--- config.mk ---
export PLATFORM = sky130hd
export DESIGN_NAME = mul8_shared_ctrl
export DESIGN_NICKNAME = d
export VERILOG_FILES = /design/src/rtl/mul8_shared_ctrl_pkg.sv /design/src/rtl/mul8_shared_ctrl_mul4x4.sv /design/src/rtl/mul8_shared_ctrl.sv
export SDC_FILE = /design/constraint.sdc
export NUM_CORES = 1
export LEC_CHECK = 0
export ABC_CLOCK_PERIOD_IN_PS = 7130
export CORE_MARGIN = 5
export CORE_UTILIZATION = 40
export DETAILED_ROUTE_END_ITERATION = 16
export PLACE_DENSITY = 0.64
export SYNTH_ARGS = -nofsm -noshare
export SYNTH_HDL_FRONTEND = slang
export SYNTH_SLANG_ARGS = --single-unit
--- constraint.sdc ---
create_clock -name clk -period 7.13 [get_ports clk]
set_clock_uncertainty 0.15 [all_clocks]
set_input_delay 1.7825 -clock clk [delete_from_list [all_inputs] [get_ports clk]]
set_output_delay 1.7825 -clock clk [all_outputs]
set_load 0.05 [all_outputs]
--- src/rtl/mul8_shared_ctrl_pkg.sv ---
// -----------------------------------------------------------------------------
// mul8_shared_ctrl_pkg
// Shared definitions for the sequential 8x8 multiplier controller:
//   - FSM state encoding (IDLE / MUL / DONE)
//   - step count, operand / nibble / product widths
//   - half / full adder helpers used by the 4x4 array multiplier cell
//   - step -> partial-product shift amount helper
// -----------------------------------------------------------------------------
package mul8_shared_ctrl_pkg;

    typedef enum logic [1:0] {
        ST_IDLE = 2'd0,
        ST_MUL  = 2'd1,
        ST_DONE = 2'd2
    } state_e;

    localparam int          MUL_STEPS = 4;
    localparam int          OPND_W    = 8;
    localparam int          NIB_W     = 4;
    localparam int          PROD_W    = 16;
    localparam logic [1:0]  LAST_STEP = 2'(MUL_STEPS - 1);

    // Half adder cell: returns {carry, sum}.
    function automatic logic [1:0] half_add(input logic x, input logic y);
        return {x & y, x ^ y};
    endfunction

    // Full adder cell: returns {carry, sum}.
    function automatic logic [1:0] full_add(input logic x, input logic y, input logic ci);
        return {(x & y) | (x & ci) | (y & ci), x ^ y ^ ci};
    endfunction

    // Left shift applied to the 8-bit partial product of each step.
    // Steps 1 and 2 are the two cross terms, both weighted by 2^4.
    function automatic logic [3:0] step_shift(input logic [1:0] step);
        logic [3:0] sh;
        case (step)
            2'd0:    sh = 4'd0;
            2'd1:    sh = 4'd4;
            2'd2:    sh = 4'd4;
            2'd3:    sh = 4'd8;
            default: sh = 4'd0;
        endcase
        return sh;
    endfunction

endpackage

--- src/rtl/mul8_shared_ctrl_mul4x4.sv ---
// -----------------------------------------------------------------------------
// mul4x4
// Combinational 4x4 unsigned array multiplier built from half/full adder
// cells. Each row adds the shifted partial-product row (a & b[r]) into the
// running sum with a ripple of adders; the row's carry out becomes the next
// sum bit above the row.
// Ports:
//   a_i [3:0]  multiplicand nibble
//   b_i [3:0]  multiplier nibble
//   p_o [7:0]  product
// -----------------------------------------------------------------------------
module mul4x4
    import mul8_shared_ctrl_pkg::*;
(
    input  logic [NIB_W-1:0]   a_i,
    input  logic [NIB_W-1:0]   b_i,
    output logic [2*NIB_W-1:0] p_o
);

    // Array of adder rows, one per multiplier bit.
    always_comb begin
        logic [7:0] sum_v;
        logic       carry_v;
        logic [1:0] cs_v;
        sum_v   = 8'd0;
        carry_v = 1'b0;
        cs_v    = 2'd0;
        for (int r = 0; r < NIB_W; r++) begin
            carry_v = 1'b0;
            for (int j = 0; j < NIB_W; j++) begin
                if (j == 0) begin
                    cs_v = half_add(sum_v[r+j], a_i[j] & b_i[r]);
                end else begin
                    cs_v = full_add(sum_v[r+j], a_i[j] & b_i[r], carry_v);
                end
                sum_v[r+j] = cs_v[0];
                carry_v    = cs_v[1];
            end
            // Bit r+4 is still zero here: the previous row only reached r+3.
            sum_v[r+NIB_W] = carry_v;
        end
        p_o = sum_v;
    end

endmodule

--- src/rtl/mul8_shared_ctrl.sv ---
// -----------------------------------------------------------------------------
// mul8_shared_ctrl
// Sequential 8x8 unsigned multiplier that time-multiplexes one 4x4 array
// multiplier. Two requesters are arbitrated (round-robin on ties) in IDLE;
// the accepted operands are multiplied nibble-pair by nibble-pair over four
// cycles and the 16-bit product is held in DONE until the consumer takes it.
// Ports:
//   clk, rst_n              clock, asynchronous active-low reset
//   req0_valid/ready/a/b    requester 0 handshake and operands
//   req1_valid/ready/a/b    requester 1 handshake and operands
//   rsp_valid/ready         response handshake
//   rsp_p [15:0]            product (registered)
//   rsp_id                  requester that issued the product (registered)
//   busy                    high whenever the FSM is not in IDLE (registered)
// -----------------------------------------------------------------------------
module mul8_shared_ctrl
    import mul8_shared_ctrl_pkg::*;
(
    input  logic              clk,
    input  logic              rst_n,
    input  logic              req0_valid,
    output logic              req0_ready,
    input  logic [OPND_W-1:0] req0_a,
    input  logic [OPND_W-1:0] req0_b,
    input  logic              req1_valid,
    output logic              req1_ready,
    input  logic [OPND_W-1:0] req1_a,
    input  logic [OPND_W-1:0] req1_b,
    output logic              rsp_valid,
    input  logic              rsp_ready,
    output logic [PROD_W-1:0] rsp_p,
    output logic              rsp_id,
    output logic              busy
);

    state_e              state_q, state_d;
    logic [1:0]          step_q, step_d;
    logic [OPND_W-1:0]   a_q, a_d;
    logic [OPND_W-1:0]   b_q, b_d;
    logic                id_q, id_d;
    logic                last_id_q, last_id_d;
    logic [PROD_W-1:0]   acc_q, acc_d;
    logic                rsp_valid_q;
    logic                busy_q;

    logic                grant_vld_s;
    logic                grant_id_s;
    logic [NIB_W-1:0]    nib_a_s;
    logic [NIB_W-1:0]    nib_b_s;
    logic [2*NIB_W-1:0]  pp_s;
    logic [PROD_W-1:0]   pp_shifted_s;

    // Arbiter: a lone valid wins; on a tie the requester not served last wins.
    always_comb begin
        grant_vld_s = req0_valid | req1_valid;
        if (req0_valid && req1_valid) begin
            grant_id_s = ~last_id_q;
        end else begin
            grant_id_s = req1_valid;
        end
    end

    // Ready is gated by rst_n so nothing looks accepted while reset is held.
    assign req0_ready = rst_n && (state_q == ST_IDLE) && grant_vld_s && !grant_id_s;
    assign req1_ready = rst_n && (state_q == ST_IDLE) && grant_vld_s &&  grant_id_s;

    // Nibble pair for the current step feeding the shared 4x4 cell.
    always_comb begin
        case (step_q)
            2'd0:    begin nib_a_s = a_q[3:0]; nib_b_s = b_q[3:0]; end
            2'd1:    begin nib_a_s = a_q[7:4]; nib_b_s = b_q[3:0]; end
            2'd2:    begin nib_a_s = a_q[3:0]; nib_b_s = b_q[7:4]; end
            2'd3:    begin nib_a_s = a_q[7:4]; nib_b_s = b_q[7:4]; end
            default: begin nib_a_s = a_q[3:0]; nib_b_s = b_q[3:0]; end
        endcase
    end

    mul4x4 u_mul4x4 (
        .a_i (nib_a_s),
        .b_i (nib_b_s),
        .p_o (pp_s)
    );

    assign pp_shifted_s = {8'd0, pp_s} << step_shift(step_q);

    // FSM next state, operand capture and accumulation.
    always_comb begin
        state_d   = state_q;
        step_d    = step_q;
        a_d       = a_q;
        b_d       = b_q;
        id_d      = id_q;
        last_id_d = last_id_q;
        acc_d     = acc_q;
        case (state_q)
            ST_IDLE: begin
                if (grant_vld_s) begin
                    a_d       = grant_id_s ? req1_a : req0_a;
                    b_d       = grant_id_s ? req1_b : req0_b;
                    id_d      = grant_id_s;
                    last_id_d = grant_id_s;
                    acc_d     = 16'd0;
                    step_d    = 2'd0;
                    state_d   = ST_MUL;
                end else begin
                    state_d = ST_IDLE;
                end
            end
            ST_MUL: begin
                // 255*255 fits in 16 bits, so the sum never carries out.
                acc_d  = acc_q + pp_shifted_s;
                step_d = step_q + 2'd1;
                if (step_q == LAST_STEP) begin
                    state_d = ST_DONE;
                end else begin
                    state_d = ST_MUL;
                end
            end
            ST_DONE: begin
                if (rsp_ready) begin
                    state_d = ST_IDLE;
                end else begin
                    state_d = ST_DONE;
                end
            end
            default: begin
                state_d = ST_IDLE;
            end
        endcase
    end

    // State, datapath and registered output flags.
    always_ff @(posedge clk or negedge rst_n) begin
        if (!rst_n) begin
            state_q     <= ST_IDLE;
            step_q      <= 2'd0;
            a_q         <= 8'd0;
            b_q         <= 8'd0;
            id_q        <= 1'b0;
            last_id_q   <= 1'b1;
            acc_q       <= 16'd0;
            rsp_valid_q <= 1'b0;
            busy_q      <= 1'b0;
        end else begin
            state_q     <= state_d;
            step_q      <= step_d;
            a_q         <= a_d;
            b_q         <= b_d;
            id_q        <= id_d;
            last_id_q   <= last_id_d;
            acc_q       <= acc_d;
            rsp_valid_q <= (state_d == ST_DONE);
            busy_q      <= (state_d != ST_IDLE);
        end
    end

    assign rsp_valid = rsp_valid_q;
    assign rsp_p     = acc_q;
    assign rsp_id    = id_q;
    assign busy      = busy_q;

endmodule

==> impl_metrics.ini <==
[clock_network]
cts.sinks = 40
root_buffer = clkbuf_8
cts_tree = done
htree_levels = 2
clkTransAtPathRegs_ns = 0.09
clock_latency_ns = 0.30
cts_made_buffers = 5
clock_path_buffers = 2

[cells_and_area]
regArea_sq_um = 1003
num-fill-cells = 686
final_nets = 455
finalCoreUtilization_pct = 52.57
area_growth_syn_to_layout_pct = 29.09
diodes = 0
postLayoutCellArea_sq_um = 3792
multi_input_area_sq_um = 1917
layout-drive-gt1-share_pct = 9.302

[synth]
netlist_area_sq_um = 2938
ys_top_cells_by_area = dfrtp_1, ha_1, mux2i_1, o21ai_0, nand2_1
syn_area_per_cell_sq_um = 8.984
synth-seq-area-share_pct = 34.11
synthCells = 327
yosys_warnings = 0
synth_top_cell_area_share_pct = 33.22
synth_ff_type = dfrtp_1
synth.most_common_cell = nand2_1
async_flop_share_pct = 100.0
synth_nets = 396
synth_edf_count = 0
synth_area_leader_cell = dfrtp_1
synthTopCellsByCount = nand2_1, o21ai_0, dfrtp_1, nor2_1, mux2i_1
ys_ff_latch = 40
ys_types = 46

[worst_setup_path]
worstPathRequired_ns = 7.14
worst-setup-path-type = flip-flop to flip-flop
slowest_delay_ns = 0.48
cp.arrival_ns = 6.75
crit_start = step_q[0]$_DFFE_PN0P_
r2r_slack_ns = 0.38
critPathLaunchType = flip-flop
crit_path_top_delay_cell = fa_1
r2r-end = rsp_p[14]$_DFFE_PN0P_
path_max_fanout = 7
rr_worst_depth = 23
crit_chain = ha_2, nor2_4, mux2i_4, nor2_1, ha_1, fa_1, fa_1, fa_1, fa_1, fa_1, fa_1, inv_1, fa_1, nor2_1, nor2_1, a21oi_1, ha_1, and3_1, a221oi_1, o21ai_0, a211oi_1, xor2_1, o21ai_0
crit_path_frequent_cell = fa_1
worstSetupEndpointType = flip-flop
reg2reg_from = step_q[0]$_DFFE_PN0P_

[die]
dieArea_sq_um = 9158
core.rowCount = 31
die_x_um = 95.70
dieHeight_um = 95.70
ios = 58
initial_utilization_pct = 40.72
core_area_sq_um = 7214

[global_route]
overflow = 0
antenna_found_initial = 0
grtUsageTotal_pct = 15.56
grt_pass1_vias = 2474
grt_max_degree = 41
grt_pass1_wl_um = 11230

[sta]
finalCriticalPeriod_ns = 6.747
tightestPinTransition_ns = 0.5919
post-route-period-util_pct = 94.62
clock.fmax_mhz = 148.2
final_hold_viol_count = 0
maxSlewHeadroom_pct = 60.54
tns_ns = 0
setup_viol = 0
drv_slew = 0

[routing]
wl_per_cell_um = 13.63
dr.pass1.iters = 4
vias = 2492
wirelength_um = 6623
drc = 0
drt_iter0_drc = 74
vias_per_cell = 5.128
postRouteAntennaNets = 0

[hold_path]
whs_endpoint = last_id_q$_DFFE_PN1P_
whs_path_depth = 2
worstHoldStart = last_id_q$_DFFE_PN1P_
hold_path_class = flip-flop to flip-flop

[placed_design]
place_congestion = 0.8649
placement.io_buffers = 57
hpwl_um = 5136
placed_area_sq_um = 3597

[run]
maxCapViolations = 0

[status]
run_status = finished clean
-- logic make-up (layout without fill, tap and decap cells) --
family	after synthesis	in the layout	synth area share [%]
compound gates	78	78	16.27
xor+xnor	14	14	4.174
fa+ha+maj	32	32	15.93
buf+inv	23	83	3.322
flops	40	40	34.11
mux	26	26	8.859
simple gates	114	114	17.33
-- critical path: cells and delay by family, from the launching register on --
family	cells	cell delay [ns]
and+or+nand+nor	5	0.69
muxes	1	0.31
buffers and inverters	1	0.08
xor gates and xnor gates	1	0.17
AOI/OAI and AO/OA	5	0.96
DFF	1	0.45
adders and majority gates	10	3.80
-- flip-flops by register name, summed over array words and instances, names as in the netlist --
name	cells
a_q	8
b_q	8
busy	1
last_id_q	1
rsp_id	1
rsp_p	16
rsp_valid	1
state_q	2
step_q	2
-- how the worst max path moves through the flow --
stage	end	slack, ns	cells past startpoint
after detailed placement	rsp_p[14]$_DFFE_PN0P_	0.13	23
after floorplan	rsp_p[11]$_DFFE_PN0P_	0.66	20
after global placement	rsp_p[14]$_DFFE_PN0P_	0.36	23
after CTS	rsp_p[14]$_DFFE_PN0P_	0.09	23
final	rsp_p[14]$_DFFE_PN0P_	0.38	23
after global routing	rsp_p[14]$_DFFE_PN0P_	-0.01	23
-- repair_timing --
action                                  4_1_cts  5_1_grt
hold buffers                                  0        0
endpoints found under the setup margin        0        5
setup buffers                                 0        5
gates resized for setup                       0       15
-- placed cells by master (no fill, tap or decap), types with 2 or more instances in the layout --
| cell type | Yosys | final |
|---|---|---|
| a211oi_1 | 2 | 2 |
| a21o_1 | 3 | 3 |
| a21oi_1 | 13 | 13 |
| a22o_1 | 2 | 2 |
| and3_1 | 2 | 2 |
| and3b_1 | 2 | 2 |
| buf_4 | 0 | 8 |
| clkbuf_1 | 9 | 2 |
| clkbuf_8 | 0 | 5 |
| clkdlybuf4s50_1 | 0 | 56 |
| dfrtp_1 | 39 | 38 |
| fa_1 | 9 | 9 |
| ha_1 | 23 | 22 |
| inv_1 | 10 | 10 |
| mux2i_1 | 26 | 21 |
| mux2i_4 | 0 | 4 |
| nand2_1 | 53 | 53 |
| nand2b_1 | 4 | 4 |
| nand3_1 | 4 | 4 |
| nor2_1 | 32 | 30 |
| nor2_4 | 0 | 2 |
| nor2b_1 | 4 | 4 |
| nor3b_1 | 3 | 3 |
| nor4b_1 | 2 | 2 |
| o2111ai_1 | 2 | 2 |
| o211ai_1 | 2 | 2 |
| o21a_1 | 2 | 2 |
| o21ai_0 | 40 | 40 |
| or2_2 | 4 | 4 |
| xnor2_1 | 7 | 7 |
| xor2_1 | 7 | 7 |
-- through the flow --
step	setup slack, ns	hold slack [ns]	std cells
after floorplan	0.6639	0.2869	327
after global placement	0.3647	0.3095	473
after detailed placement	0.1331	0.3126	473
after CTS	0.08975	0.3248	481
after global routing	-0.01258	0.3591	486
final	0.3833	0.3190	486
-- final cells by class --
| cell class | instances | area share [%] |
|---|---|---|
| clock buffer | 7 | 2.013 |
| sequential | 40 | 26.46 |
| timing repair buffer | 65 | 16.50 |
| multi-input combinational | 264 | 50.54 |
| tap | 99 | 3.266 |
| inverter | 10 | 0.9898 |
| clock inverter | 1 | 0.2309 |
-- routing by layer --
layer,track usage [%],vias up,wire [um]
met5,0,-,0
met4,5.687,0,168
met3,3.440,13,303
met2,26.40,64,3128
met1,19.38,1161,3023
li1,-,1254,-
Power is left out: the tool's default activity adds up to more than one toggle a clock period on the data nets, which glitch-free logic cannot reach.
